File: src/rtl/dataflow_seq_pkg.sv
// Shared types and widths for the dataflow_seq sequencer and its arbiter.
package dataflow_seq_pkg;

  localparam int DP_IN_W  = 4;
  localparam int DP_OUT_W = 5;

  typedef enum logic [1:0] {
    ST_IDLE   = 2'd0,
    ST_SETTLE = 2'd1,
    ST_CHECK  = 2'd2,
    ST_RESP   = 2'd3
  } state_t;

endpackage

File: src/rtl/dataflow_seq_arbiter.sv
// rr_arbiter: combinational round-robin grant, searching upward from i_ptr and wrapping at NREQ.
module rr_arbiter #(
  parameter int NREQ  = 2,
  parameter int IDX_W = 1
) (
  input  logic [NREQ-1:0]  i_req,
  input  logic [IDX_W-1:0] i_ptr,
  output logic [NREQ-1:0]  o_grant,
  output logic [IDX_W-1:0] o_idx,
  output logic             o_valid
);

  logic [IDX_W-1:0] w_k;

  always_comb begin
    o_grant = '0;
    o_idx   = '0;
    o_valid = 1'b0;
    w_k     = '0;
    for (int unsigned off = 0; off < NREQ; off++) begin
      w_k = IDX_W'((32'(i_ptr) + off) % NREQ);
      if (!o_valid && i_req[w_k]) begin
        o_valid      = 1'b1;
        o_idx        = w_k;
        o_grant[w_k] = 1'b1;
      end
    end
  end

endmodule

File: src/rtl/dataflow_seq.sv
// Round-robin sequencer sharing one combinational gate datapath between NREQ requesters.
// Define DATAFLOW_SEQ_STABLE_CHECK_EN to add a post-capture stability check driving rsp_err.
module dataflow_seq
  import dataflow_seq_pkg::*;
#(
  parameter int NREQ   = 2,
  parameter int SETTLE = 3,
  parameter int ID_W   = (NREQ > 1) ? $clog2(NREQ) : 1
) (
  input  logic                     clk,
  input  logic                     rst,
  input  logic [NREQ-1:0]          req_valid,
  input  logic [DP_IN_W*NREQ-1:0]  req_data,
  output logic [NREQ-1:0]          req_ready,
  output logic [DP_IN_W-1:0]       dp_i,
  input  logic [DP_OUT_W-1:0]      dp_o,
  output logic                     rsp_valid,
  input  logic                     rsp_ready,
  output logic [ID_W-1:0]          rsp_id,
  output logic [DP_OUT_W-1:0]      rsp_data,
  output logic                     rsp_err,
  output logic                     busy
);

  localparam int CNT_W = (SETTLE > 2) ? $clog2(SETTLE) : 1;

  state_t               r_state;
  logic [CNT_W-1:0]     r_cnt;
  logic [ID_W-1:0]      r_rr_ptr;
  logic [ID_W-1:0]      r_rsp_id;
  logic [DP_IN_W-1:0]   r_dp_i;
  logic [DP_OUT_W-1:0]  r_rsp_data;
  logic                 r_rsp_valid;
  logic                 r_busy;

  logic [NREQ-1:0]      w_grant;
  logic [ID_W-1:0]      w_idx;
  logic                 w_any;
  logic [DP_IN_W-1:0]   w_data;
  logic [ID_W-1:0]      w_ptr_next;

  rr_arbiter #(
    .NREQ  (NREQ),
    .IDX_W (ID_W)
  ) u_arb (
    .i_req   (req_valid),
    .i_ptr   (r_rr_ptr),
    .o_grant (w_grant),
    .o_idx   (w_idx),
    .o_valid (w_any)
  );

  always_comb begin
    w_data = '0;
    for (int unsigned k = 0; k < NREQ; k++) begin
      if (w_idx == ID_W'(k)) w_data = req_data[DP_IN_W*k +: DP_IN_W];
    end
  end

  assign w_ptr_next = (w_idx == ID_W'(NREQ - 1)) ? '0 : w_idx + 1'b1;
  assign req_ready  = (r_state == ST_IDLE && !rst) ? w_grant : '0;

`ifdef DATAFLOW_SEQ_STABLE_CHECK_EN
  logic r_rsp_err;
  assign rsp_err = r_rsp_err;
`else
  assign rsp_err = 1'b0;
`endif

  always_ff @(posedge clk) begin
    if (rst) begin
      r_state     <= ST_IDLE;
      r_cnt       <= '0;
      r_rr_ptr    <= '0;
      r_rsp_id    <= '0;
      r_dp_i      <= '0;
      r_rsp_data  <= '0;
      r_rsp_valid <= 1'b0;
      r_busy      <= 1'b0;
`ifdef DATAFLOW_SEQ_STABLE_CHECK_EN
      r_rsp_err   <= 1'b0;
`endif
    end else begin
      case (r_state)
        ST_IDLE: begin
          if (w_any) begin
            r_dp_i   <= w_data;
            r_rsp_id <= w_idx;
            r_rr_ptr <= w_ptr_next;
            r_cnt    <= CNT_W'(SETTLE - 1);
            r_busy   <= 1'b1;
            r_state  <= ST_SETTLE;
          end
        end
        ST_SETTLE: begin
          if (r_cnt == '0) begin
            r_rsp_data <= dp_o;
`ifdef DATAFLOW_SEQ_STABLE_CHECK_EN
            r_state    <= ST_CHECK;
`else
            r_rsp_valid <= 1'b1;
            r_state     <= ST_RESP;
`endif
          end else begin
            r_cnt <= r_cnt - 1'b1;
          end
        end
`ifdef DATAFLOW_SEQ_STABLE_CHECK_EN
        // Second sample one cycle after capture; rsp_data keeps the first.
        ST_CHECK: begin
          r_rsp_err   <= (dp_o != r_rsp_data);
          r_rsp_valid <= 1'b1;
          r_state     <= ST_RESP;
        end
`endif
        ST_RESP: begin
          if (rsp_ready) begin
            r_rsp_valid <= 1'b0;
            r_busy      <= 1'b0;
            r_state     <= ST_IDLE;
          end
        end
        default: r_state <= ST_IDLE;
      endcase
    end
  end

  always_ff @(posedge clk) begin
    a_settle_legal: assert (SETTLE >= 1) else $error("dataflow_seq: SETTLE must be >= 1");
  end

  assign dp_i      = r_dp_i;
  assign rsp_valid = r_rsp_valid;
  assign rsp_id    = r_rsp_id;
  assign rsp_data  = r_rsp_data;
  assign busy      = r_busy;

endmodule

File: config.mk
export PLATFORM = sky130hd
export DESIGN_NAME = dataflow_seq
export DESIGN_NICKNAME = d
export VERILOG_FILES = /design/src/rtl/dataflow_seq_pkg.sv /design/src/rtl/dataflow_seq_arbiter.sv /design/src/rtl/dataflow_seq.sv
export SDC_FILE = /design/constraint.sdc
export NUM_CORES = 1
export LEC_CHECK = 0
export ABC_AREA = 1
export BUFFER_PORTS_ARGS = -buffer_cell sky130_fd_sc_hd__clkbuf_2
export CORE_MARGIN = 5
export CORE_UTILIZATION = 49
export CTS_BUF_LIST = sky130_fd_sc_hd__clkbuf_4
export DETAILED_ROUTE_END_ITERATION = 16
export PLACE_DENSITY = 0.79
export SLEW_MARGIN = 20
export SYNTH_ARGS = -nofsm -noshare
export SYNTH_HDL_FRONTEND = slang
export SYNTH_HIERARCHICAL = 1
export SYNTH_SLANG_ARGS = --single-unit
File: constraint.sdc
create_clock -name clk -period 1.29 [get_ports clk]
set_clock_uncertainty 0.1 [all_clocks]
set_input_delay 0.129 -clock clk [delete_from_list [all_inputs] [get_ports clk]]
set_output_delay 0.129 -clock clk [all_outputs]
set_load 0.005 [all_outputs]
==> key figures <==
Clock network
  • Worst skew pair latency: roughly 0.29 ns
  • CTS Sinks: 17
  • Cts bufs inserted: 3
  • CTS tree: done
  • H-tree levels: 1
  • Clk slew on worst S/H paths: 0.10 ns
  • CTS max path bufs: 2
  • CTS root buf: clkbuf_4

GRT
  • Largest net degree at the start of global routing: 11
  • Initial antenna violation count: 0
  • First-pass GRT wire length: 3660 um
  • Grt ovf: 0
  • All-Layer GR Usage: a little under a fifth
  • Number of global-route vias before repair: ~870

Timing
  • Final clock period utilization by the worst path: 102%
  • RSZ-0062 raised after global routing: yes
  • Final Hold Viols: 0
  • Pins Over Slew Limit: 0
  • PnR worst setup slack: -0.0313 ns
  • Hold_ws: 0.0355 ns
  • Fmax: approximately 760 MHz
  • Setup violations, final: 2
  • Clock period minus worst slack: 1.32 ns

Drt
  • Post-route ant nets: 0
  • DRT Wirelength: around 2400 um
  • DRT Pass-1 Iters: 4
  • DRC Markers: 0
  • Avg WL per Cell: ~13 um
  • Initial drt markers: 32
  • Vias: about 970
  • Avg Vias per Cell: 5.20

Power and ir drop
  • Pleak: about 0.63 nW
  • Tot Pwr: ~0.0017 W
  • Worst IR drop on VDD: between 1 and 1.5 mV
  • Power Dens Cells: 1440 nW/um^2

Yosys
  • Synth Cell Area: roughly 810 sq um
  • Yosys cell types: 18
  • Syn Nets: 144
  • Synth Instances: ~120
  • Avg Inst Size Synth: approximately 6.6 sq um
  • Synth warn: 6
  • Sequential-to-total area share from yosys stat: 41.8%
  • Seq cells post-synth: 17

Placement
  • RePlAce Congestion: 0.767
  • Post-DP HPWL: 1530 um
  • Dpl cells: 171
  • Port-buffer cells: 31
  • Dpl cell area: 992 sq um

Layout
  • Fillers: 120
  • Final Non-Filler Cells: ~190
  • Area grow syn2layout: 46.1%
  • Antenna diodes: 0
  • Area occupied by multi-input gates: 448 sq um
  • Most frequent cells in the layout: 37 x nand2_1, 29 x clkbuf_2, 16 x nor2_1
  • Nets: roughly 190
  • Commonest non-fill, non-tap cell in the layout: nand2_1
  • FF/Latch Area: 349 sq um
  • Layout cells sized above 1: 40.6%
  • Finished Cell Area: ~1200 sq um

Floorplan
  • Core area: ~1500 sq um
  • Die Area: around 2600 sq um
  • Starting density of the core: between 50% and 60%
  • Die X: 50.8 um
  • Die height: ~51 um
  • Ports: 33
  • Row Count: 14

Job
  • Max-cap violations: 0

Min path
  • Worst Hold Class: input pin to register

Critical path
  • Critical Path Fanout Max: 4
  • CP Launch Type: register
  • Worst Setup End Kind: register
  • Type of the worst setup path: register to register
  • Worst EP arrival: 1.41 ns
  • Worst Path Required: between 1 and 1.5 ns

Run status
  • Failing checks: setup timing
  • Outcome: complete, but fails checks
## cell families (layout without fill, tap and decap cells)
kind of cell	Yosys count	after routing	synth area share, %
compound gates	17	17	10.4
fa+ha+maj	2	2	3.07
buf+inv	19	65	9.68
flops	17	17	41.8
other cells	1	1	0.460
simple gates	68	68	34.6
## critical path, stage by stage (launching register included)
cell and delay [ns]:
dfxtp_2 0.35, buf_4 0.13, nand2_1 0.06, nand2_1 0.06, nand2_2 0.09, inv_1 0.05
nand2_1 0.07, nand2_1 0.10, nor2_1 0.15, nor2_1 0.06
## cell usage after synthesis
library cell  instances  area [sq um]
nand2_1              38           143
nor2_1               22          82.6
dfxtp_1              17           340
inv_1                14          52.6
a21oi_1              10          50.1
o21ai_0               7          35.0
nand3_1               3          15.0
ha_1                  2          25.0
nor2_2                2          12.5
buf_2                 1          5.00
buf_4                 1          7.51
clkinv_1              1          3.75
conb_1                1          3.75
inv_2                 1          3.75
inv_4                 1          6.26
nand2_2               1          6.26
nand2_4               1          11.3
nor2_4                1          11.3
## state kept, by name (all words and copies together) (netlist names)
| name | count |
|---|---|
| rsp_data | 5 |
| dp_i | 4 |
| r_cnt | 2 |
| r_state | 2 |
| busy | 1 |
| r_rr_ptr | 1 |
| rsp_id | 1 |
| rsp_valid | 1 |
## path summary, 6_finish.rpt
kind,startpoint,to,slack (ns),cells past startpoint
setup / recovery,r_rr_ptr,r_cnt[1],-0.03,9
hold / removal,rsp_ready,r_state[0],0.04,4
setup reg to reg,r_rr_ptr,r_cnt[1],-0.03,9
hold reg to reg,dp_i[3],dp_i[3],0.37,2
## metrics by stage
stage	util, %	setup slack, ns	TNS, ns
3_3_place_gp	64.4	0.0467	0
3_5_place_dp	64.4	-0.0171	-0.0317
5_1_grt	77.2	-0.0997	-0.295
4_1_cts	72.2	-0.00876	-0.00876
6_report	77.2	-0.0313	-0.0403
2_1_floorplan	-	0.114	0
## timing repair
| action | 4_1_cts | 5_1_grt |
|---|---|---|
| resized for setup | 7 | 24 |
| pin swaps | 3 | 10 |
| hold buffers | 5 | 0 |
| hold endpoints to repair | 5 | 0 |
| setup buffers | 4 | 2 |
| endpoints found under the setup margin | 7 | 17 |
## power breakdown
part           leakage [nW]  internal [W]  switching, W
registers             0.142      0.000637     0.0000727
clock network        0.0177      0.000116      0.000172
logic                 0.466      0.000310      0.000412
total                 0.626       0.00106      0.000656
## cell type report
| class | count | share of cell area (%) |
|---|---|---|
| clock inverters | 1 | 0.421 |
| repair buffers | 44 | 22.6 |
| flip-flops and latches | 17 | 29.3 |
| clock buffers | 3 | 1.89 |
| inverters | 17 | 6.41 |
| multi-input cells | 88 | 37.6 |
| well taps | 16 | 1.68 |
## metal layers
metal / up-vias / routed length [um] / part of all wire, % / track usage (%)
met5: - / 0 / 0 / 0
met1: 444 / 852 / 35 / 19.2
met3: 10 / 183 / 7.5 / 6.51
met4: 0 / 79 / 3.3 / 6.38
li1: 470 / - / - / -
met2: 44 / 1310 / 54 / 33.5
Note: power is estimated with default switching activity, not from simulation.
